### src/rtl/spike_localizer.sv
// spike_localizer: receives grouped spike events (time, x_acc, y_acc, a_acc)
// under a one-cycle credit protocol. Events are buffered in a small FIFO and
// localized by an amplitude-weighted centroid:
//   x = (x_acc << FRAC_BITS) / a_acc,  y = (y_acc << FRAC_BITS) / a_acc
// Both quotients come from a shared-control restoring divider that produces
// one bit per cycle. Results leave on an AXI-Stream master. The
// end-of-recording marker is forwarded once all buffered events have drained.
//
// Ports
//   clk, rst_n          clock, asynchronous active-low reset
//   s_axis_b_*          event input; tvalid is a single-cycle pulse that must
//                       follow a cycle in which tready was high; tlast is an
//                       independent end-of-stream pulse
//   m_axis_*            localized spike output (time, x, y, valid/ready,
//                       tlast pulse)
//   overflow            sticky flag: a beat was dropped for lack of credit
module spike_localizer #(
  parameter int unsigned FIFO_DEPTH = 4,
  parameter int unsigned POS_W      = 16,
  parameter int unsigned FRAC_BITS  = 4,
  parameter int unsigned TIME_W     = 32,
  parameter int unsigned XACC_W     = 24,
  parameter int unsigned YACC_W     = 24,
  parameter int unsigned AACC_W     = 16
) (
  input  logic              clk,
  input  logic              rst_n,
  input  logic [TIME_W-1:0] s_axis_b_time,
  input  logic [XACC_W-1:0] s_axis_b_tx,
  input  logic [YACC_W-1:0] s_axis_b_ty,
  input  logic [AACC_W-1:0] s_axis_b_ta,
  input  logic              s_axis_b_tvalid,
  output logic              s_axis_b_tready,
  input  logic              s_axis_b_tlast,
  output logic [TIME_W-1:0] m_axis_time,
  output logic [POS_W-1:0]  m_axis_tx,
  output logic [POS_W-1:0]  m_axis_ty,
  output logic              m_axis_tvalid,
  input  logic              m_axis_tready,
  output logic              m_axis_tlast,
  output logic              overflow
);

  localparam int unsigned PTR_W  = (FIFO_DEPTH > 1) ? $clog2(FIFO_DEPTH) : 1;
  localparam int unsigned CNT_W  = $clog2(FIFO_DEPTH) + 1;
  localparam int unsigned SUM_W  = CNT_W + 1;
  localparam int unsigned ITER_W = (POS_W > 1) ? $clog2(POS_W) : 1;
  localparam int unsigned DIV_W  = AACC_W + POS_W;
  localparam int unsigned XN_W   = XACC_W + FRAC_BITS;
  localparam int unsigned YN_W   = YACC_W + FRAC_BITS;
  localparam int unsigned XY_W   = (XN_W > YN_W) ? XN_W : YN_W;
  localparam int unsigned CMP_W  = (XY_W > DIV_W) ? XY_W : DIV_W;

  typedef struct packed {
    logic [TIME_W-1:0] t;
    logic [XACC_W-1:0] x;
    logic [YACC_W-1:0] y;
    logic [AACC_W-1:0] a;
  } evt_t;

  typedef enum logic [1:0] {S_IDLE, S_DIV, S_OUT} state_t;

  // One restoring-division step: the upper AACC_W bits hold the partial
  // remainder, the lower POS_W bits shift out numerator bits and shift in
  // quotient bits.
  function automatic logic [DIV_W-1:0] div_step(input logic [DIV_W-1:0] acc,
                                                 input logic [AACC_W-1:0] den);
    logic [DIV_W:0]  sh;
    logic [AACC_W:0] hi;
    sh = {acc, 1'b0};
    hi = sh[DIV_W -: AACC_W+1];
    if (hi >= {1'b0, den}) begin
      hi    = hi - {1'b0, den};
      sh[0] = 1'b1;
    end
    return {hi[AACC_W-1:0], sh[POS_W-1:0]};
  endfunction

  // FIFO state
  evt_t             mem_q [FIFO_DEPTH];
  evt_t             mem_d [FIFO_DEPTH];
  logic [PTR_W-1:0] wr_ptr_q, wr_ptr_d;
  logic [PTR_W-1:0] rd_ptr_q, rd_ptr_d;
  logic [CNT_W-1:0] count_q, count_d;
  logic             rdy_q, rdy_d;

  // Divider / FSM state
  state_t            state_q, state_d;
  logic [ITER_W-1:0] iter_q, iter_d;
  logic [DIV_W-1:0]  acc_x_q, acc_x_d;
  logic [DIV_W-1:0]  acc_y_q, acc_y_d;
  logic [AACC_W-1:0] den_q, den_d;
  logic              sat_x_q, sat_x_d;
  logic              sat_y_q, sat_y_d;
  logic [TIME_W-1:0] op_time_q, op_time_d;

  // Output registers
  logic [TIME_W-1:0] m_time_q, m_time_d;
  logic [POS_W-1:0]  m_tx_q, m_tx_d;
  logic [POS_W-1:0]  m_ty_q, m_ty_d;
  logic              m_tvalid_q, m_tvalid_d;
  logic              m_tlast_q, m_tlast_d;
  logic              overflow_q, overflow_d;
  logic              pending_q, pending_d;

  logic              push, pop, fire_last;
  evt_t              in_evt, head;
  logic [CMP_W-1:0]  xn_ext, yn_ext, den_ext;
  logic [DIV_W-1:0]  step_x, step_y;

  // Credit counts both stored entries and the beat that may arrive next cycle.
  assign s_axis_b_tready = (SUM_W'(count_q) + SUM_W'(rdy_q)) < SUM_W'(FIFO_DEPTH);

  assign in_evt = '{t: s_axis_b_time, x: s_axis_b_tx, y: s_axis_b_ty, a: s_axis_b_ta};
  assign head   = mem_q[rd_ptr_q];

  assign push      = s_axis_b_tvalid & rdy_q & (count_q < CNT_W'(FIFO_DEPTH));
  assign pop       = (state_q == S_IDLE) && (count_q != '0);
  assign fire_last = pending_q & (count_q == '0) & (state_q == S_IDLE) & ~push;

  // Numerators and scaled denominator in a common width for the saturation test
  assign xn_ext  = CMP_W'(head.x) << FRAC_BITS;
  assign yn_ext  = CMP_W'(head.y) << FRAC_BITS;
  assign den_ext = CMP_W'(head.a) << POS_W;

  assign step_x = div_step(acc_x_q, den_q);
  assign step_y = div_step(acc_y_q, den_q);

  // FIFO, credit and end-of-stream bookkeeping
  always_comb begin
    mem_d      = mem_q;
    wr_ptr_d   = wr_ptr_q;
    rd_ptr_d   = rd_ptr_q;
    count_d    = count_q;
    rdy_d      = s_axis_b_tready;
    overflow_d = overflow_q;
    pending_d  = pending_q;
    m_tlast_d  = 1'b0;

    if (push) begin
      mem_d[wr_ptr_q] = in_evt;
      wr_ptr_d        = wr_ptr_q + 1'b1;
    end
    if (pop) begin
      rd_ptr_d = rd_ptr_q + 1'b1;
    end
    count_d = count_q + CNT_W'(push) - CNT_W'(pop);

    if (s_axis_b_tvalid && !push) begin
      overflow_d = 1'b1;
    end

    // A tlast arriving while one is already pending is absorbed.
    if (fire_last) begin
      m_tlast_d = 1'b1;
      pending_d = 1'b0;
    end else if (s_axis_b_tlast) begin
      pending_d = 1'b1;
    end
  end

  // Localizer FSM: IDLE pops, DIV iterates, OUT holds the result until accepted
  always_comb begin
    state_d    = state_q;
    iter_d     = iter_q;
    acc_x_d    = acc_x_q;
    acc_y_d    = acc_y_q;
    den_d      = den_q;
    sat_x_d    = sat_x_q;
    sat_y_d    = sat_y_q;
    op_time_d  = op_time_q;
    m_time_d   = m_time_q;
    m_tx_d     = m_tx_q;
    m_ty_d     = m_ty_q;
    m_tvalid_d = m_tvalid_q;

    case (state_q)
      S_IDLE: begin
        if (pop) begin
          if (head.a == '0) begin
            // Zero amplitude: report the origin without dividing.
            m_time_d   = head.t;
            m_tx_d     = '0;
            m_ty_d     = '0;
            m_tvalid_d = 1'b1;
            state_d    = S_OUT;
          end else begin
            op_time_d = head.t;
            den_d     = head.a;
            sat_x_d   = xn_ext >= den_ext;
            sat_y_d   = yn_ext >= den_ext;
            // Truncation is safe whenever the quotient does not saturate.
            acc_x_d   = DIV_W'(xn_ext);
            acc_y_d   = DIV_W'(yn_ext);
            iter_d    = ITER_W'(POS_W - 1);
            state_d   = S_DIV;
          end
        end
      end

      S_DIV: begin
        acc_x_d = step_x;
        acc_y_d = step_y;
        if (iter_q == '0) begin
          m_time_d   = op_time_q;
          m_tx_d     = sat_x_q ? {POS_W{1'b1}} : step_x[POS_W-1:0];
          m_ty_d     = sat_y_q ? {POS_W{1'b1}} : step_y[POS_W-1:0];
          m_tvalid_d = 1'b1;
          state_d    = S_OUT;
        end else begin
          iter_d = iter_q - 1'b1;
        end
      end

      S_OUT: begin
        if (m_axis_tready) begin
          m_tvalid_d = 1'b0;
          state_d    = S_IDLE;
        end
      end

      default: begin
        state_d    = S_IDLE;
        m_tvalid_d = 1'b0;
      end
    endcase
  end

  // State registers
  always_ff @(posedge clk or negedge rst_n) begin
    if (!rst_n) begin
      for (int i = 0; i < int'(FIFO_DEPTH); i++) begin
        mem_q[i] <= '0;
      end
      wr_ptr_q   <= '0;
      rd_ptr_q   <= '0;
      count_q    <= '0;
      rdy_q      <= 1'b0;
      overflow_q <= 1'b0;
      pending_q  <= 1'b0;
      m_tlast_q  <= 1'b0;
      state_q    <= S_IDLE;
      iter_q     <= '0;
      acc_x_q    <= '0;
      acc_y_q    <= '0;
      den_q      <= '0;
      sat_x_q    <= 1'b0;
      sat_y_q    <= 1'b0;
      op_time_q  <= '0;
      m_time_q   <= '0;
      m_tx_q     <= '0;
      m_ty_q     <= '0;
      m_tvalid_q <= 1'b0;
    end else begin
      mem_q      <= mem_d;
      wr_ptr_q   <= wr_ptr_d;
      rd_ptr_q   <= rd_ptr_d;
      count_q    <= count_d;
      rdy_q      <= rdy_d;
      overflow_q <= overflow_d;
      pending_q  <= pending_d;
      m_tlast_q  <= m_tlast_d;
      state_q    <= state_d;
      iter_q     <= iter_d;
      acc_x_q    <= acc_x_d;
      acc_y_q    <= acc_y_d;
      den_q      <= den_d;
      sat_x_q    <= sat_x_d;
      sat_y_q    <= sat_y_d;
      op_time_q  <= op_time_d;
      m_time_q   <= m_time_d;
      m_tx_q     <= m_tx_d;
      m_ty_q     <= m_ty_d;
      m_tvalid_q <= m_tvalid_d;
    end
  end

  assign m_axis_time   = m_time_q;
  assign m_axis_tx     = m_tx_q;
  assign m_axis_ty     = m_ty_q;
  assign m_axis_tvalid = m_tvalid_q;
  assign m_axis_tlast  = m_tlast_q;
  assign overflow      = overflow_q;

endmodule

### config.mk
export PLATFORM = sky130hd
export DESIGN_NAME = spike_localizer
export DESIGN_NICKNAME = d
export VERILOG_FILES = /design/src/rtl/spike_localizer.sv
export SDC_FILE = /design/constraint.sdc
export NUM_CORES = 1
export LEC_CHECK = 0
export CAP_MARGIN = 40
export CORE_ASPECT_RATIO = 1.2
export CORE_UTILIZATION = 35
export DETAILED_ROUTE_END_ITERATION = 10
export PLACE_DENSITY = 0.53
export SLEW_MARGIN = 25
export SYNTH_ARGS = -nofsm -noshare
export SYNTH_HDL_FRONTEND = slang
export SYNTH_SLANG_ARGS = --single-unit
### constraint.sdc
create_clock -name clk -period 4.8 [get_ports clk]
set_clock_uncertainty 0.15 [all_clocks]
set_input_delay 0.96 -clock clk [delete_from_list [all_inputs] [get_ports clk]]
set_output_delay 0.96 -clock clk [all_outputs]
set_load 0.01 [all_outputs]
==> flow_summary.yaml <==
status:
  status: "complete, no violations"
setup_path:
  crit_type: "register to register"
  required_ps: 5150
  arrival_ps: 4250
  max_stage_delay_ps: 660
  end_kind: "register"
  cp_num_buf_inv: 2
  crit_path_start_kind: "register"
  crit-reg2reg-launch: "rd_ptr_q[0]$_DFFE_PN0P_"
  r2r_end: "acc_x_q[10]$_DFFE_PN0P_"
  r2r_setup_slack_ps: 900
  crit_chain: "buf_4, mux4_1, nor4_1, and4_1, or3_1, nand2_1, buf_4, nor2_1, nor2_1"
  cp_slowest_cell: "mux4_1"
  cpLargestDelayFamily: "simple AND/OR/NAND/NOR gates"
  crit_fanout: 22
  r2r.worst_path.cells: 9
placement:
  port_buffers: 168
  gp_congestion: 0.864
  pre_cts_ws_ps: 882
  post-dp-hpwl_microns: 47100
detailed_routing:
  avgViaCountPerCell: 5.20
  drcViolationCount: 0
  route.vias.total: 17100
  ant_nets: 0
  drtIter0Drc: 973
  routed_wl_microns: 70000
  wl_per_cell_microns: 21.4
  drtPass1Iterations: 5
cts:
  clk_latency_ps: 620
  post_cts_resized: 0
  cts_made_buffers: 60
  cts-root-buf: "clkbuf_16"
  tritoncts: "done"
  ctsHtreeMaxLevel: 2
  postCtsSetupBuffers: 0
  ctsHoldBuffers: 0
  clock_sinks: 580
  clk_pin_slew_ps: 60
  clock_path_buffers: 3
logic_synthesis:
  synth_ff_type: "dfrtp_1"
  synth_top_family_by_area: "multiplexers"
  synth-compound-area-share_pct: 6.05
  yosysSeqAreaShare_pct: 54.0
  yosysWarnings: 0
  yosysUniqueCellTypes: 61
  synth-edff-count: 0
  syn_inst: 2067
  syn_nets: 2235
  synth_area_sq_mm: 0.0269
  muxShareOfSynthArea_pct: 26.5
  yosys.area_share.simple_pct: 6.56
  synth_adder_area_share_pct: 3.21
  synth_xor_area_share_pct: 0.881
  synth_seq_cells: 580
  async_flop_share_pct: 100
  syn_area_per_cell_sq_um: 13.0
global_route:
  grtUsageMet1_pct: 23.7
  met2_usage_pct: 31.9
  grt_pass1_wl_microns: 111000
  grt_max_degree: 137
  use_met3_pct: 3.63
  gr-max-usage-layer: "met2"
  grt_pass1_vias: 18400
  overflow: 0
  grt_usage_pct: 18.5
  antenna_found_initial: 13
floorplanning:
  die_area_sq_mm: 0.0779
  initial_utilization_pct: 35.6
  rows: 110
  dieHeight_microns: 305
  ios: 169
  die_w_microns: 255
  core_sq_mm: 0.0754
timing:
  hold_violations: 0
  fin_ws_ps: 900
  grt_setup_unrepaired: "no"
  max_slew.worst_pin.slew_ps: 837
  timing.fmax_mhz: 256
  whs_ps: 183
  finalSetupViolCount: 0
  finalCritPeriodShare_pct: 81.2
  relSlewSlack_pct: 44.2
  period_needed_ps: 3900
  slew_viol_final: 0
  setup_tns_ps: 0
cells_and_area:
  drive_gt1_share_pct: 27.7
  final_nets: 2386
  area_growth_pct: 19.4
  fillers: 7058
power:
  leakage_uw: 0.0142
  peakVddDrop_mv: 0.407
  power_density_mw_per_mm2: 781
flow_run:
  max_cap_viol_count: 0
hold_path:
  hold_path.class: "input pin to asynchronous set/reset pin"
-- cell usage after synthesis, types with 24 or more instances --
cell type | count | share of area (%)
mux2i_1 | 53 | 2.0
nor2_1 | 112 | 1.6
ha_1 | 64 | 3.0
o22ai_1 | 35 | 0.82
clkbuf_1 | 72 | 1.0
mux2_2 | 386 | 16
dfrtp_1 | 580 | 54
inv_1 | 46 | 0.64
a21oi_1 | 41 | 0.76
buf_1 | 24 | 0.34
o21ai_0 | 125 | 2.3
mux4_2 | 76 | 6.4
nand2_1 | 227 | 3.2
-- area by class of cell --
| cell class | count | area, sq um | share of cell area, % |
|---|---|---|---|
| Timing Repair Buffer | 210 | 2170 | 6.77 |
| Clock buffer | 81 | 1730 | 5.40 |
| Tap cell | 1008 | 1260 | 3.93 |
| Antenna cell | 1 | 2.50 | 0.00780 |
| Inverter | 46 | 173 | 0.538 |
| Sequential cell | 580 | 14500 | 45.3 |
| Clock inverter | 31 | 536 | 1.67 |
| Multi-Input combinational cell | 1320 | 11700 | 36.4 |
-- placed cells by master (no fill, tap or decap), drive strengths merged, types with 12 or more instances in the layout --
master / n
a21oi: 41
nor3: 14
a21o: 12
ha: 64
nand2: 227
inv: 48
bufinv: 14
clkbuf: 81
nor2: 112
o21ai: 127
mux4: 96
clkdlybuf4s50: 167
nand3: 12
mux2: 386
mux2i: 53
dfrtp: 580
xnor2: 16
o22ai: 35
buf: 43
clkinv: 12
a22oi: 14
-- where the power goes --
part           switching (uW)  total, uW  leakage (uW)  internal [uW]
Sequential               1310       8450       0.00718           7150
Combinational            5840      11300       0.00594           5440
Clock                    2030       5310       0.00111           3280
-- stage by stage --
| step | total power [uW] | util (%) | cells | area [sq um] |
|---|---|---|---|---|
| 6_report | 25000 | 42.5 | 3277 | 32100 |
| 5_1_grt | 26800 | 42.5 | 3276 | 32100 |
| 4_1_cts | 25300 | 42.5 | 3276 | 32100 |
| 3_5_place_dp | 19900 | 39.5 | 3164 | 29800 |
| 3_3_place_gp | 19500 | 39.5 | 3163 | 29800 |
| 2_1_floorplan | 16300 | - | 2067 | 26900 |
-- worst reg2reg max path, cell delays in order, from the launching register on --
cell and delay, ps:
dfrtp_4 650, buf_4 380, mux4_1 660, nor4_1 270, and4_1 500, or3_1 220
nand2_1 370, buf_4 400, nor2_1 140, nor2_1 60
-- cells by family after synthesis --
| kind of cell | count (synthesis) |
|---|---|
| mux | 535 |
| compound gates | 274 |
| simple gates | 417 |
| buf+inv | 167 |
| flops | 580 |
| fa+ha+maj | 67 |
| xor+xnor | 27 |
-- sequential cells by signal (all words and copies together) (netlist names) --
| signal | flops |
|---|---|
| m_axis_time | 32 |
| sat_x_q | 1 |
| iter_q | 4 |
| den_q | 16 |
| rdy_q | 1 |
| op_time_q | 32 |
| sat_y_q | 1 |
| rd_ptr_q | 2 |
| count_q | 3 |
| wr_ptr_q | 2 |
| overflow | 1 |
| m_axis_tlast | 1 |
| state_q | 2 |
| m_axis_tvalid | 1 |
| m_axis_ty | 16 |
| acc_y_q | 32 |
| acc_x_q | 32 |
| mem_q | 384 |
| pending_q | 1 |
| m_axis_tx | 16 |
-- layer usage --
layer | share of wire, % | up-vias | wire (microns)
li1 | - | 7747 | -
met1 | 43 | 8872 | 29900
met2 | 51 | 300 | 35400
met3 | 4.6 | 108 | 3230
met4 | 2.0 | 26 | 1380
met5 | 0.24 | - | 171
-- worst max-delay path by stage --
stage | start | endpoint | cells after the start
2_1_floorplan | rd_ptr_q[0]$_DFFE_PN0P_ | sat_x_q$_DFFE_PN0P_ | 17
3_3_place_gp | rd_ptr_q[0]$_DFFE_PN0P_ | acc_x_q[4]$_DFFE_PN0P_ | 9
3_5_place_dp | rd_ptr_q[0]$_DFFE_PN0P_ | acc_y_q[19]$_DFFE_PN0P_ | 9
4_1_cts | rd_ptr_q[0]$_DFFE_PN0P_ | acc_y_q[19]$_DFFE_PN0P_ | 9
5_1_grt | rd_ptr_q[0]$_DFFE_PN0P_ | acc_y_q[21]$_DFFE_PN0P_ | 9
6_report | rd_ptr_q[0]$_DFFE_PN0P_ | acc_x_q[10]$_DFFE_PN0P_ | 9
(Power assumes the default switching activity.)
